## src/rtl/debounce_bank.sv

```systemverilog
// Multi-channel switch debouncer: per-channel 2-flop synchronizer, stability counter,
// registered debounced level and one-cycle rise/fall pulses.
module debounce_bank #(
  parameter int unsigned      N_CH        = 4,
  parameter int unsigned      CLK_HZ      = 50_000_000,
  parameter int unsigned      DEBOUNCE_MS = 10,
  parameter logic [N_CH-1:0]  RESET_VAL   = '1
) (
  input  logic            clk,
  input  logic            rst,
  input  logic [N_CH-1:0] sw_in,
  output logic [N_CH-1:0] level_out,
  output logic [N_CH-1:0] rise_pulse,
  output logic [N_CH-1:0] fall_pulse,
  output logic            any_change
);

  localparam int unsigned Timeout = (CLK_HZ / 1000) * DEBOUNCE_MS;
  localparam int unsigned CntW    = ($clog2(Timeout + 1) > 1) ? $clog2(Timeout + 1) : 1;
  localparam logic [CntW-1:0] CntMax = CntW'(Timeout - 1);

  logic [N_CH-1:0]           sync1_q;
  logic [N_CH-1:0]           s_q;
  logic [N_CH-1:0]           level_q, level_d;
  logic [N_CH-1:0]           rise_q, rise_d;
  logic [N_CH-1:0]           fall_q, fall_d;
  logic                      any_q;
  logic [N_CH-1:0][CntW-1:0] cnt_q, cnt_d;

  // Counter only advances while the synchronized input disagrees with the debounced level;
  // any agreeing cycle restarts the window.
  always_comb begin
    level_d = level_q;
    rise_d  = '0;
    fall_d  = '0;
    cnt_d   = '0;
    for (int i = 0; i < N_CH; i++) begin
      if (s_q[i] != level_q[i]) begin
        if (cnt_q[i] == CntMax) begin
          level_d[i] = s_q[i];
          rise_d[i]  = s_q[i];
          fall_d[i]  = ~s_q[i];
        end else begin
          cnt_d[i] = cnt_q[i] + CntW'(1);
        end
      end
    end
  end

  always_ff @(posedge clk) begin
    if (rst) begin
      sync1_q <= RESET_VAL;
      s_q     <= RESET_VAL;
      level_q <= RESET_VAL;
      rise_q  <= '0;
      fall_q  <= '0;
      any_q   <= 1'b0;
      cnt_q   <= '0;
    end else begin
      sync1_q <= sw_in;
      s_q     <= sync1_q;
      level_q <= level_d;
      rise_q  <= rise_d;
      fall_q  <= fall_d;
      any_q   <= |(rise_d | fall_d);
      cnt_q   <= cnt_d;
    end
  end

  assign level_out  = level_q;
  assign rise_pulse = rise_q;
  assign fall_pulse = fall_q;
  assign any_change = any_q;

endmodule

```

## config.mk

```make
export PLATFORM = sky130hd
export DESIGN_NAME = debounce_bank
export DESIGN_NICKNAME = d
export VERILOG_FILES = /design/src/rtl/debounce_bank.sv
export SDC_FILE = /design/constraint.sdc
export NUM_CORES = 1
export LEC_CHECK = 0
export CORE_ASPECT_RATIO = 1.1
export CORE_MARGIN = 4
export CORE_UTILIZATION = 64
export DETAILED_ROUTE_END_ITERATION = 7
export PLACE_DENSITY = 0.94
export SLEW_MARGIN = 20
export SYNTH_ARGS = -nofsm -noshare
export SYNTH_HDL_FRONTEND = slang
export SYNTH_SLANG_ARGS = --single-unit
```

## constraint.sdc

```tcl
create_clock -name clk -period 3.83 [get_ports clk]
set_input_delay 0.383 -clock clk [delete_from_list [all_inputs] [get_ports clk]]
set_output_delay 0.383 -clock clk [all_outputs]
set_load 0.01 [all_outputs]
```

==> results of run 1 <==
-- cells in the final DEF, fill, tap and decap left out, drive strengths merged, types with 6 or more instances in the layout --
| cell | Yosys | final |
|---|---|---|
| dfxtp | 97 | 97 |
| nor2 | 91 | 91 |
| nand2b | 6 | 6 |
| inv | 7 | 8 |
| nor3 | 13 | 13 |
| nand4 | 22 | 22 |
| xnor2 | 22 | 22 |
| nand3 | 28 | 28 |
| xor2 | 48 | 48 |
| nor4 | 7 | 7 |
| or2 | 8 | 8 |
| clkbuf | 4 | 12 |
| and3 | 9 | 9 |
| clkdlybuf4s50 | 0 | 18 |
| nand2 | 35 | 35 |
-- metal layers --
metal | vias to the layer above | wire length [µm]
met5 | - | 0
met4 | 0 | 151
met3 | 21 | 305
met2 | 80 | 3890
met1 | 1421 | 3270
li1 | 1509 | -
-- sequential cells by signal, summed over array words and instances, names as in the netlist --
signal      cells
fall_pulse      4
rise_pulse      4
any_change      1
cnt_q          76
level_out       4
sync1_q         4
s_q             4
-- worst paths after layout --
path | start | end | slack, ps | depth (start not counted)
worst max register to register | cnt_q[38]$_SDFF_PP0_ | cnt_q[40]$_SDFF_PP0_ | 1710 | 6
worst min-delay path | sync1_q[1]$_SDFF_PP1_ | s_q[1]$_SDFF_PP1_ | 420 | 1
worst max-delay path | cnt_q[38]$_SDFF_PP0_ | cnt_q[40]$_SDFF_PP0_ | 1710 | 6
worst min register to register | sync1_q[1]$_SDFF_PP1_ | s_q[1]$_SDFF_PP1_ | 420 | 1
-- critical path: stages (launching register included) --
cell,delay (ps)
sky130_fd_sc_hd__dfxtp_1,390
sky130_fd_sc_hd__ha_1,220
sky130_fd_sc_hd__nand3_1,150
sky130_fd_sc_hd__nor2_1,250
sky130_fd_sc_hd__nand4_1,280
sky130_fd_sc_hd__nand2_1,550
sky130_fd_sc_hd__nor2_1,150
-- power by group through the flow --
| stage | Clock (mW) | Combinational (mW) | Sequential [mW] |
|---|---|---|---|
| final | 0.657 | 0.0227 | 1.02 |
| after global routing | 0.699 | 0.0252 | 1.02 |
| after CTS | 0.656 | 0.0230 | 1.02 |
| after detailed placement | 0 | 0.0226 | 1.04 |
| after global placement | 0 | 0.0216 | 1.04 |
| after floorplan | 0 | 0.0155 | 1.04 |
-- kinds of logic after synthesis --
kind of cell | Yosys count
simple gates | 240
flops | 97
xor+xnor | 70
buf+inv | 14
compound gates | 6
fa+ha+maj | 4
mux | 2
-- layout make-up --
cell class	instances	area (µm²)	area share, %
well taps	77	96.3	2.21
repair buffers	18	180	4.12
clock buffers	12	145	3.32
flip-flops and latches	97	1940	44.4
clock inverters	4	51.3	1.17
multi-input cells	322	1930	44.1
inverters	7	26.3	0.601
-- through the flow --
step / cell area, µm² / utilization [%] / worst slack [ps] / instances
2_1_floorplan: 3940 / - / 1970 / 433
3_3_place_gp: 4170 / 71.0 / 1730 / 521
3_5_place_dp: 4170 / 71.0 / 1540 / 521
4_1_cts: 4370 / 74.3 / 1730 / 537
5_1_grt: 4370 / 74.3 / 1480 / 537
6_report: 4370 / 74.3 / 1710 / 537
==> impl_metrics.toml, run 1 <==
[status]
run_status = "completed"

[logic_synthesis]
postSynth.asyncResetShare_pct = 0
synth_top_family_by_area = "simple AND/OR/NAND/NOR gates"
synth.cell_area_um2 = 3940
yosysMostFrequentCell = "sky130_fd_sc_hd__dfxtp_1"
net_count_after_synthesis = 443
synth_largest_area_cell = "sky130_fd_sc_hd__dfxtp_1"
synth_common_cells = "sky130_fd_sc_hd__dfxtp_1 (97), sky130_fd_sc_hd__nor2_1 (91), sky130_fd_sc_hd__xor2_1 (48)"
yosysUniqueCellTypes = 37
fraction_of_the_mapped_netlist_area_in_compound_gates_pct = 1.05
synth_mux_area_share_pct = 0.508
yosysSeqAreaShare_pct = 49.3
synthesis.area_per_instance_um2 = 9.10
synth_flop_type = "sky130_fd_sc_hd__dfxtp_1"
synthSimpleGateAreaFrac_pct = 30.6
synth_area_leaders = "sky130_fd_sc_hd__dfxtp_1 (49%), sky130_fd_sc_hd__xor2_1 (11%), sky130_fd_sc_hd__nor2_1 (8.7%)"
synth-xor-area-share_pct = 15.6
synth_adder_area_share_pct = 1.27
synth_edf_count = 0
synth.yosys.warnings = 0
syn_inst = 433
synth.ff_latch_count = 97
synth.top_cell.area_share_pct = 49.3

[global_route]
groute.layer.met2.usage_pct = 37.0
globalRouteMet3Util_pct = 4.20
grt_overflow = 0
met1_use_gr_pct = 25.4
grt_pass1_wl_um = 13400
grt_start_max_net_pins = 25
gr_util_all_layers_pct = 21.4
grt_antenna_before_repair = 0
grt_most_used_layer = "met2"
first_global_vias = 3051

[timing]
count_of_final_hold_check_violations = 0
setup_total_negative_slack_ps = 0
clock_skew_ps = 8.35
period_share_pct = 55.3
final-setup-viol-count = 0
slew-limit-headroom_pct = 46.2
timing.final.crit_period_ps = 2120
finalMaxSlewViolations = 0
rsz_0062_raised_after_global_routing = "false"
worst_slew_pin_slew_ps = 800
fin_worst_hold_slack_ps = 424
fmax_mhz = 472

[power]
p_leak_nw = 1.44
power_report.internal_total_mw = 1.34
power.density_nw_per_um2 = 388
combPwrFrac_pct = 1.3
seq_power_share_pct = 59.9
power_switching_mw = 0.351
worst_ir_drop_vdd_v = 0.000236
report.power.total_mw = 1.70
power_switching_share_pct = 20.7
clock_power_share_pct = 38.8

[die]
start_util_pct = 67.0
num_io_pins = 19
die_footprint_um2 = 7480
core-area_um2 = 5880
num_rows = 29
die_width_um = 82.8
floorplan.die.height_um = 90.3

[drt]
num_vias = 3031
post_dr_vias_cell = 5.64
wirelength_um = 7620
detail-route-antenna-nets = 0
detailedRoute.firstIterationViolations = 197
detailedRoute.firstPassIterationCount = 5
drc_errors = 0
avgRoutedWirePerCell_um = 14.2

[cells_and_area]
post_route_cells_drive_above_1_share_pct = 5.87
flow.area_growth_from_synthesis_pct = 10.9
finish.net_count = 465
fillCellCount = 412
diodes = 0

[placed_design]
detailed_place_hpwl_um = 4980
gpl.final_weighted_congestion = 0.797
port-buffer-count = 18

[worst_hold_path]
hold_path_class = "reg -> reg"

[clock_tree]
htree_num_levels = 3
tritoncts = "done"
tritoncts.num_buffers = 9
cts_post_setup_buffers_inserted = 0
clkSlewWorstSetupHoldPaths_ps = 90
clock-root-buffer = "sky130_fd_sc_hd__clkbuf_8"
ctsResizeCount = 0
postCtsHoldBufs = 0
cts_num_sinks = 97
insertion_delay_ps = 350
ctsLongestPathBuffers = 2

[critical_path]
timing.critical_path.from_type = "flop"
worstSetupEndpointType = "flop"
crit_type = "reg -> reg"
timing.critical_path.arrival_ps = 2320
critical_path_required_time_ps = 4040
critical_path.max_fanout = 18

[job]
drv.max_cap_violation_count = 0
(Power assumes the default switching activity.)
==> run 2, diff against run 1 <==
- CORE_UTILIZATION: 64 -> 53
- PLACE_DENSITY: 0.94 -> 0.84
- clock period: 3.83 -> 1.8 ns (I/O delays scaled with it)
==> impl_metrics.toml, run 2 (synthesized netlist as in run 1, its figures left out) <==
[critical_path]
critical_path.reg2reg.endpoint = "rise_pulse[3]$_SDFF_PP0_"
setup.reg_to_reg.worst_slack_ps = -90
ff2ff_path_depth = 4
timing.critical_path.from_type = "flop"
timing.critical_path.arrival_ps = 2170
critical_path.max_fanout = 4
critical_path_required_time_ps = 2080
worstSetupEndpointType = "flop"
crit-reg2reg-launch = "cnt_q[66]$_SDFF_PP0_"
crit_type = "reg -> reg"

[drt]
drc_errors = 0
post_dr_vias_cell = 5.50
num_vias = 3251
avgRoutedWirePerCell_um = 14.5
wirelength_um = 8600
detailedRoute.firstIterationViolations = 134
detailedRoute.firstPassIterationCount = 4
detail-route-antenna-nets = 0

[clock_tree]
ctsLongestPathBuffers = 2
htree_num_levels = 3
cts_num_sinks = 97
clkSlewWorstSetupHoldPaths_ps = 90
clock-root-buffer = "sky130_fd_sc_hd__clkbuf_8"
tritoncts.num_buffers = 9
insertion_delay_ps = 360
postCtsHoldBufs = 0
tritoncts = "done"

[worst_hold_path]
hold_path_class = "in -> reg"
hold_depth = 2
hold_start = "sw_in[3]"
min_delay_worst_endpoint = "sync1_q[3]$_SDFF_PP1_"

[placed_design]
detailed_place_hpwl_um = 5350
gpl.final_weighted_congestion = 0.845
port-buffer-count = 18
post_place_setup_slack_ps = -73.7

[timing]
final-setup-viol-count = 11
clock_skew_ps = 12.0
timing.final.crit_period_ps = 1890
count_of_final_hold_check_violations = 0
rsz_0062_raised_after_global_routing = "true"
worst_slew_pin_slew_ps = 395
period_share_pct = 105
finalMaxSlewViolations = 0
slew-limit-headroom_pct = 73.4
fmax_mhz = 529
worst_slack_ps = -89.9
fin_worst_hold_slack_ps = 378

[die]
core-area_um2 = 7130
num_io_pins = 19
num_rows = 32
floorplan.die.height_um = 98.4
die_width_um = 90.2
start_util_pct = 55.3
die_footprint_um2 = 8880

[cells_and_area]
flow.area_growth_from_synthesis_pct = 26.2
largest-register = "cnt_q"
diodes = 0
most_common_cell_after_layout_fill_and_taps_aside = "sky130_fd_sc_hd__dfxtp_1"
largest_reg_flops = 76
finish.net_count = 512
post_route_cells_drive_above_1_share_pct = 21.7
highest_count_cells_in_the_layout_ignoring_fill_and_taps = "sky130_fd_sc_hd__dfxtp_1 (92), sky130_fd_sc_hd__nor2_1 (73), sky130_fd_sc_hd__xor2_1 (47), sky130_fd_sc_hd__buf_4 (42), sky130_fd_sc_hd__nand2_1 (32)"

[global_route]
grt_start_max_net_pins = 19
grt_antenna_before_repair = 0
gr_util_all_layers_pct = 18.5
grt_pass1_wl_um = 13600
grt_overflow = 0
first_global_vias = 3152

[status]
violations = "setup timing"
run_status = "finished with violations"

[power]
p_leak_nw = 1.72
worst_ir_drop_vdd_v = 0.000385
power.density_nw_per_um2 = 733

[job]
drv.max_cap_violation_count = 0
run 2: how the worst max path moves through the flow:
stage | endpoint | cells past startpoint | from | slack (ps)
after floorplan | cnt_q[29]$_SDFF_PP0_ | 6 | cnt_q[28]$_SDFF_PP0_ | 7
after global placement | cnt_q[25]$_SDFF_PP0_ | 5 | cnt_q[36]$_SDFF_PP0_ | 10
after detailed placement | cnt_q[29]$_SDFF_PP0_ | 5 | cnt_q[37]$_SDFF_PP0_ | -70
after CTS | cnt_q[22]$_SDFF_PP0_ | 5 | cnt_q[37]$_SDFF_PP0_ | 20
after global routing | rise_pulse[3]$_SDFF_PP0_ | 4 | cnt_q[66]$_SDFF_PP0_ | -130
final | rise_pulse[3]$_SDFF_PP0_ | 4 | cnt_q[66]$_SDFF_PP0_ | -90
run 2: per-layer routing:
layer	GRT usage [%]	share of wire [%]
met1	21.8	43
met2	31.6	50
met3	4.27	3.5
met4	9.31	2.9
met5	0	0
run 2: critical path, cell delays in order (launching register included):
cell	delay (ps)
sky130_fd_sc_hd__dfxtp_2	350
sky130_fd_sc_hd__or4b_4	540
sky130_fd_sc_hd__nor4_4	260
sky130_fd_sc_hd__or3b_4	420
sky130_fd_sc_hd__nor3b_1	230
run 2: cell type report:
cell class | count | area (µm²)
clock buffers | 12 | 155
clock inverters | 3 | 40.0
fillers | 481 | 2160
flip-flops and latches | 97 | 1950
multi-input cells | 323 | 2120
well taps | 85 | 106
inverters | 7 | 26.3
repair buffers | 64 | 577
run 2: repair_timing:
action                                  4_1_cts  5_1_grt
endpoints found under the setup margin       23       62
pin swaps                                     1       15
buffers inserted                              0        2
resized for setup                             3       44
gates cloned                                  1        3
run 2: where the power goes:
part | internal (mW) | switching [mW] | total (mW) | leakage [nW]
clock network | 0.707 | 0.700 | 1.41 | 0.102
logic | 0.0374 | 0.0374 | 0.0748 | 0.837
registers | 2.15 | 0.00762 | 2.16 | 0.786
run 2: metrics by stage:
stage / instances / power (mW) / util [%] / TNS [ps] / cell area, µm²
after floorplan: 433 / 2.24 / - / 0 / 3950
after global placement: 570 / 2.27 / 63.2 / 0 / 4500
after detailed placement: 570 / 2.27 / 63.2 / -1210 / 4500
after CTS: 586 / 3.62 / 66.3 / 0 / 4730
after global routing: 591 / 3.77 / 69.7 / -1240 / 4970
final: 591 / 3.64 / 69.7 / -241 / 4970
==> run 3, diff against run 2 <==
- RECOVER_POWER: default -> 25
==> results of run 3 <==
Same layout as run 2: the final DEF is identical, and so are final timing and power.
